<file path="src/rtl/dense_requant_serializer.sv">
// Captures a frame of IN_SIZE signed elements, requantizes each one with round-half-up and a right shift,
// clamps the result to DOUT_W bits and emits the elements one per cycle. Data and saturation counts are registered.
module dense_requant_serializer #(
    parameter int IN_SIZE = 64,
    parameter int DIN_W   = 16,
    parameter int DOUT_W  = 8,
    parameter int SHIFT   = 4
) (
    input  logic                         clk,
    input  logic                         rst_n,
    input  logic                         in_valid,
    input  logic [IN_SIZE*DIN_W-1:0]     in_vector,
    output logic                         in_ready,
    output logic [DOUT_W-1:0]            out_data,
    output logic [$clog2(IN_SIZE)-1:0]   out_index,
    output logic                         out_valid,
    output logic                         out_last,
    input  logic                         out_ready,
    output logic                         frame_done,
    output logic [$clog2(IN_SIZE):0]     sat_count
);

    localparam int IDX_W = $clog2(IN_SIZE);
    localparam int SAT_W = IDX_W + 1;
    localparam logic [IDX_W-1:0]       LAST_IDX = IDX_W'(IN_SIZE - 1);
    localparam logic signed [DIN_W:0]  RND      = (DIN_W+1)'(1) << (SHIFT - 1);
    localparam logic signed [DIN_W:0]  QMAX     = (DIN_W+1)'((1 << (DOUT_W - 1)) - 1);
    localparam logic signed [DIN_W:0]  QMIN     = ~QMAX;

    typedef enum logic {IDLE, STREAM} state_t;

    // Returns {saturated, value}; the sum is one bit wider than the input so rounding cannot wrap.
    function automatic logic [DOUT_W:0] requant(input logic [DIN_W-1:0] x);
        logic signed [DIN_W:0] sum;
        logic signed [DIN_W:0] r;
        sum = $signed({x[DIN_W-1], x}) + RND;
        r   = sum >>> SHIFT;
        if (r > QMAX) begin
            return {1'b1, QMAX[DOUT_W-1:0]};
        end else if (r < QMIN) begin
            return {1'b1, QMIN[DOUT_W-1:0]};
        end else begin
            return {1'b0, r[DOUT_W-1:0]};
        end
    endfunction

    state_t             state_q, state_d;
    logic [DIN_W-1:0]   buf_q [IN_SIZE];
    logic [DIN_W-1:0]   buf_d [IN_SIZE];
    logic [DOUT_W-1:0]  out_data_q, out_data_d;
    logic [IDX_W-1:0]   out_index_q, out_index_d;
    logic               out_valid_q, out_valid_d;
    logic               out_last_q, out_last_d;
    logic               frame_done_q, frame_done_d;
    logic [SAT_W-1:0]   sat_count_q, sat_count_d;
    logic               cur_sat_q, cur_sat_d;

    logic [IDX_W-1:0]   nxt_idx;
    logic [DOUT_W:0]    q_cap;
    logic [DOUT_W:0]    q_nxt;

    always_comb begin
        nxt_idx      = out_index_q + IDX_W'(1);
        q_cap        = requant(in_vector[DIN_W-1:0]);
        q_nxt        = requant(buf_q[nxt_idx]);
        state_d      = state_q;
        buf_d        = buf_q;
        out_data_d   = out_data_q;
        out_index_d  = out_index_q;
        out_valid_d  = out_valid_q;
        out_last_d   = out_last_q;
        frame_done_d = 1'b0;
        sat_count_d  = sat_count_q;
        cur_sat_d    = cur_sat_q;
        case (state_q)
            IDLE: begin
                if (in_valid) begin
                    for (int i = 0; i < IN_SIZE; i++) begin
                        buf_d[i] = in_vector[i*DIN_W +: DIN_W];
                    end
                    out_index_d = '0;
                    out_data_d  = q_cap[DOUT_W-1:0];
                    cur_sat_d   = q_cap[DOUT_W];
                    out_valid_d = 1'b1;
                    out_last_d  = (IN_SIZE == 1);
                    sat_count_d = '0;
                    state_d     = STREAM;
                end
            end
            STREAM: begin
                if (out_ready) begin
                    sat_count_d = sat_count_q + SAT_W'(cur_sat_q);
                    if (out_last_q) begin
                        out_valid_d  = 1'b0;
                        out_last_d   = 1'b0;
                        frame_done_d = 1'b1;
                        state_d      = IDLE;
                    end else begin
                        out_index_d = nxt_idx;
                        out_data_d  = q_nxt[DOUT_W-1:0];
                        cur_sat_d   = q_nxt[DOUT_W];
                        out_last_d  = (nxt_idx == LAST_IDX);
                    end
                end
            end
            default: state_d = IDLE;
        endcase
    end

    always_ff @(posedge clk) begin
        if (!rst_n) begin
            state_q      <= IDLE;
            out_data_q   <= '0;
            out_index_q  <= '0;
            out_valid_q  <= 1'b0;
            out_last_q   <= 1'b0;
            frame_done_q <= 1'b0;
            sat_count_q  <= '0;
            cur_sat_q    <= 1'b0;
        end else begin
            state_q      <= state_d;
            out_data_q   <= out_data_d;
            out_index_q  <= out_index_d;
            out_valid_q  <= out_valid_d;
            out_last_q   <= out_last_d;
            frame_done_q <= frame_done_d;
            sat_count_q  <= sat_count_d;
            cur_sat_q    <= cur_sat_d;
        end
    end

    // Frame storage carries no reset; it is always written before it is read.
    always_ff @(posedge clk) begin
        buf_q <= buf_d;
    end

    assign in_ready   = (state_q == IDLE);
    assign out_data   = out_data_q;
    assign out_index  = out_index_q;
    assign out_valid  = out_valid_q;
    assign out_last   = out_last_q;
    assign frame_done = frame_done_q;
    assign sat_count  = sat_count_q;

endmodule

</file>
<file path="config.mk">
export PLATFORM = sky130hd
export DESIGN_NAME = dense_requant_serializer
export DESIGN_NICKNAME = d
export VERILOG_FILES = /design/src/rtl/dense_requant_serializer.sv
export SDC_FILE = /design/constraint.sdc
export NUM_CORES = 1
export LEC_CHECK = 0
export CAP_MARGIN = 40
export CORE_AREA = 10 10 406 408
export CTS_CLUSTER_DIAMETER = 40
export DETAILED_ROUTE_END_ITERATION = 8
export DIE_AREA = 0 0 416 418
export GPL_ROUTABILITY_DRIVEN = 0
export GPL_TIMING_DRIVEN = 0
export PLACE_DENSITY = 0.55
export SLEW_MARGIN = 20
export SYNTH_ARGS = -nofsm -noshare
export SYNTH_HDL_FRONTEND = slang
export SYNTH_SLANG_ARGS = --single-unit
</file>
<file path="constraint.sdc">
create_clock -name clk -period 31.5 [get_ports clk]
set_clock_uncertainty 0.15 [all_clocks]
set_input_delay 6.3 -clock clk [delete_from_list [all_inputs] [get_ports clk]]
set_output_delay 6.3 -clock clk [all_outputs]
set_load 0.01 [all_outputs]
</file>
# After elaboration in Yosys (flattened, before gate mapping)
# Cells that the tools add are included.
dict set report word_totals {
  regBits 1050
  latchBits 0
  ram_bits 0
  rom_bits 0
  input_bits 1028
  out_inout_bits 25
  word_cells 128
  n_memories 0
}
dict set report op_classes {
  n_addsub 4
  n_mul 0
  div 0
  order_cmp 5
  n_eq_ne 5
  shifts 0
  muxes 35
  bitwise 2
  n_reduce_logical 5
}
# op count
set ops {}
lappend ops {{16-bit binary-select mux with 6-bit select} 1}
lappend ops {{9-bit two-way mux} 4}
lappend ops {{16-bit by 5-bit adder with 17-bit output, second input constant} 2}
lappend ops {{16-bit two-way mux} 2}
lappend ops {{13-bit by 8-bit greater-than comparator with 1-bit output, second input constant} 2}
lappend ops {{13-bit by 8-bit less-than comparator with 1-bit output, second input constant} 2}
lappend ops {{8-bit two-way mux} 3}
lappend ops {{6-bit two-way mux} 3}
lappend ops {{8-bit one-hot mux with 2 select lines} 1}
lappend ops {{7-bit two-way mux} 2}
lappend ops {{7-bit one-hot mux with 2 select lines} 1}
lappend ops {{1-bit two-way mux} 13}
lappend ops {{6-bit one-hot mux with 2 select lines} 1}
lappend ops {{3-bit AND reduction} 3}
lappend ops {{1-bit one-hot mux with 2 select lines} 4}
lappend ops {{7-bit by 1-bit adder with 7-bit output} 1}
lappend ops {{7-bit >= comparator, second input constant} 1}
lappend ops {{6-bit inverter with 7-bit output} 1}
lappend ops {{6-bit by 1-bit adder with 6-bit output, second input constant} 1}
lappend ops {{6-bit == test, second input constant} 1}
lappend ops {{2-bit inequality test, second input constant} 3}
lappend ops {{2-bit AND reduction} 2}
lappend ops {{2-bit by 1-bit inequality test with 1-bit output, second input constant} 1}
lappend ops {{1-bit inverter} 1}

# Longest topological paths before layout
dict set report depth {
  depth_word 12
  depth_mapped 24
}

# Worst setup path after synthesis
# OpenSTA, ideal clock, no wires.
dict set report synth_path {
  kind {input to register}
  startpoint {in in_valid}
  endpoint {reg out_data_q[0] (netlist: out_data[0])}
  setup_time_ns 0.122
  t_arrival_ns 26.709
  required_ns 31.229
  slack_ns 4.520
  stages 6
  n_path_buf 0
  cell_sequence {nand2_1 -> inv_1 -> nor2_1 -> a32o_1 -> o21ai_0 -> a21oi_1}
}
dict set report synth_between {
  elab_chain_len 2
}
# element line_no
set synth_lines {}
lappend synth_lines {{start: declaration} 11} ;# input logic in_valid,
lappend synth_lines {{2-bit inequality test (no line)} -}
lappend synth_lines {{3-bit AND reduction (no line)} -}
lappend synth_lines {{end signal: assignment} 122} ;# out_data_q <= out_data_d;
lappend synth_lines {{end: declaration} 50} ;# logic [DOUT_W-1:0] out_data_q, out_data_d;
# No other way between the ends.
# A chain may end at the register's enable or synchronous reset.

# Final worst setup path
dict set report layout_path {
  startpoint {in in_valid}
  endpoint {reg buf_q[14] (netlist bit), enable pin}
}
dict set report layout_between {
  elab_chain_len 1
}
# element line_no
set layout_lines {}
lappend layout_lines {{2-bit AND reduction (no line)} -}
lappend layout_lines {{end signal: assignment} 134} ;# buf_q <= buf_d;
lappend layout_lines {{end: declaration} 48} ;# logic [DIN_W-1:0] buf_q [IN_SIZE];
# No other way between the ends.

==> impl_metrics.py <==
metrics = {
    "routing": {
        "via_count": 21200,
        "avgRoutedWirePerCell_um": 30.9,
        "firstDrtPassIters": 5,
        "detail_route.vias_per_cell": 4.29,
        "ant_nets": 0,
        "routed_wl_mm": 152,
        "drc": 0,
        "first_iter_violations": 2121,
    },
    "die": {
        "die_w_um": 416,
        "ios": 1053,
        "die_height_um": 418,
        "core_sq_um": 157000,
        "start_util": 0.216,
        "rows": 146,
        "die-area_sq_um": 174000,
    },
    "timing": {
        "grt_setup_unrepaired": "no",
        "final.period_utilization": 0.284,
        "worst_slew_pin_slew_ns": 0.806,
        "max_freq_mhz": 112,
        "hold_violations": 0,
        "setup_viol": 0,
        "maxSlewHeadroom": 0.447,
        "period_minus_slack_ns": 8.94,
        "whs_ns": 0.349,
        "slew_viol_final": 0,
    },
    "synth": {
        "synth.net_count": 2702,
        "synth_cell_types": 73,
        "synthTopCellsByCount": "edfxtp_1 (832), mux4_2 (197), nand2_1 (125)",
        "synth.most_common_cell": "edfxtp_1",
        "synth_top_area_frac": 0.736,
        "yosys_warnings": 0,
        "synth_seq_area_share": 0.751,
        "synth_seq_cells": 858,
        "syn_area_sq_um": 33900,
        "synth_area_leaders": "edfxtp_1 (74%), mux4_2 (13%), mux2i_1 (1.8%), dfxtp_1 (1.5%), nand2_1 (1.4%)",
        "synth_edf_count": 832,
        "yosys.area.top_type": "edfxtp_1",
        "ys.flop_type": "edfxtp_1",
        "netlist_instances": 1668,
        "synth.avg_cell_area_sq_um": 20.3,
        "synthArstFlopShare": 0,
    },
    "clock_tree": {
        "h-tree-depth": 4,
        "cts.sinks": 858,
        "cts_hold_buffers": 0,
        "cts_buffers": 154,
        "cts-root-buf": "clkbuf_16",
        "clock_path_buffers": 3,
        "cts_tree": "yes",
        "cts_resized": 0,
        "clk_latency_ns": 0.79,
        "post-cts-setup-buffer-count": 0,
        "path_clk_slew_ns": 0.05,
    },
    "layout": {
        "fin_cells": 4928,
        "nFillCells": 15200,
        "multi_input_area_sq_um": 7920,
        "fin_util": 0.327,
        "area_delta_synth_final_pct": 51.2,
        "seqCellArea_sq_um": 25500,
        "drive_gt1_frac": 0.206,
        "nNetsFinal": 3745,
    },
    "status": {
        "outcome": "finished, final reports clean",
    },
    "critical_path": {
        "worstSetupPathType": "primary input to register",
        "r2r_setup_slack_ns": 23.57,
        "crit_path_end_kind": "register",
        "required_ns": 31.74,
        "crit_fanout": 112,
        "crit_arrival_ns": 9.18,
        "start_kind": "primary input",
    },
    "min_path": {
        "hp-class": "register to register",
    },
    "power_and_ir_drop": {
        "power_w": 0.00341,
        "p_per_area_nw_per_um2": 66.5,
        "clock_power_share": 0.523,
        "swShare": 0.229,
        "seqPwrFrac": 0.396,
        "power.internal_w": 0.00263,
        "peakVddDrop_mv": 0.0514,
        "p_sw_w": 0.000779,
        "p_leak_nw": 17.3,
        "pwr-share-comb": 0.081,
    },
    "global_route": {
        "grt_pass1_wl_mm": 198,
        "antenna_found_initial": 42,
        "grt_max_degree": 113,
        "grt_pass1_vias": 22500,
        "grt-ovfl-total": 0,
        "grt.total_usage": 0.169,
    },
    "job": {
        "max-cap-violations": 0,
    },
    "placed_design": {
        "dp_hpwl_mm": 119,
        "io_buffers": 860,
        "dp_cells": 4626,
    },
}
[power by group through the flow]
stage	clock [W]	sequential (W)	combinational, W
floorplan	0	0.00141	0.000101
global placement	0	0.00145	0.000271
detailed placement	0	0.00137	0.000280
CTS	0.00182	0.00135	0.000281
global route	0.00187	0.00136	0.000291
finish	0.00178	0.00135	0.000275
[registers in the layout (all words and copies together) (netlist names)]
signal / cells
out_valid: 1
buf_q: 832
sat_count: 7
out_index: 6
state_q: 1
out_data: 8
frame_done: 1
out_last: 1
cur_sat_q: 1
[layout by cell type, fill, tap and decap left out, types with 17 or more instances in the layout]
cell type	n
a21oi_1	22
buf_2	33
buf_4	22
buf_6	19
bufinv_16	27
clkbuf_1	25
clkbuf_16	155
clkdlybuf4s50_1	860
clkinvlp_4	18
dfxtp_1	26
diode_2	20
edfxtp_1	832
inv_6	17
mux2i_1	62
mux4_2	197
nand2_1	125
nand3_1	68
nor2_1	23
o21ai_0	17
[routing by layer]
metal  share of wire  track usage  up-vias
li1                -            -     9108
met1            0.38        0.192    10900
met2            0.52        0.298      926
met3           0.076       0.0530      229
met4           0.028       0.0567       22
met5         0.00080            0        -
[cell families (layout without fill, tap and decap cells)]
family,after synthesis,after routing,synth area share
xor gates and xnor gates,23,23,0.00649
adders and majority gates,6,6,0.00221
DFF,858,858,0.751
buffers and inverters,94,1262,0.0166
and+or+nand+nor,289,289,0.0402
other,0,20,0
muxes,273,273,0.156
AOI/OAI and AO/OA,125,125,0.0273
[metrics by stage]
step | setup TNS [ns] | worst slack [ns] | instance area (sq um)
global placement | -550.25 | -7.78 | 45100
CTS | 0 | 22.54 | 51300
finish | 0 | 22.56 | 51300
detailed placement | 0 | 21.68 | 45700
floorplan | 0 | 4.52 | 33900
global route | 0 | 22.37 | 51300
[worst max-delay path: stages]
cell and delay [ns]:
clkdlybuf4s50_1 0.53, nand2_1 0.28, inv_8 0.51, buf_16 0.42
buf_16 0.40, buf_16 0.44
[final timing paths]
check               startpoint           to  depth (start not counted)
setup / recovery      in_valid    buf_q[14]                          6
hold / removal     out_data[4]  out_data[4]                          2
setup reg to reg  out_index[0]    cur_sat_q                         24
hold reg to reg    out_data[4]  out_data[4]                          2
[area by class of cell]
class | instances | share of cell area
repair buffers | 887 | 0.177
inverters | 9 | 0.000805
plain buffers | 85 | 0.0104
clock buffers | 167 | 0.0771
well taps | 2072 | 0.0505
diodes | 20 | 0.000975
flip-flops and latches | 858 | 0.497
multi-input cells | 716 | 0.154
clock inverters | 114 | 0.0318
Note: power is estimated with default switching activity, not from simulation.
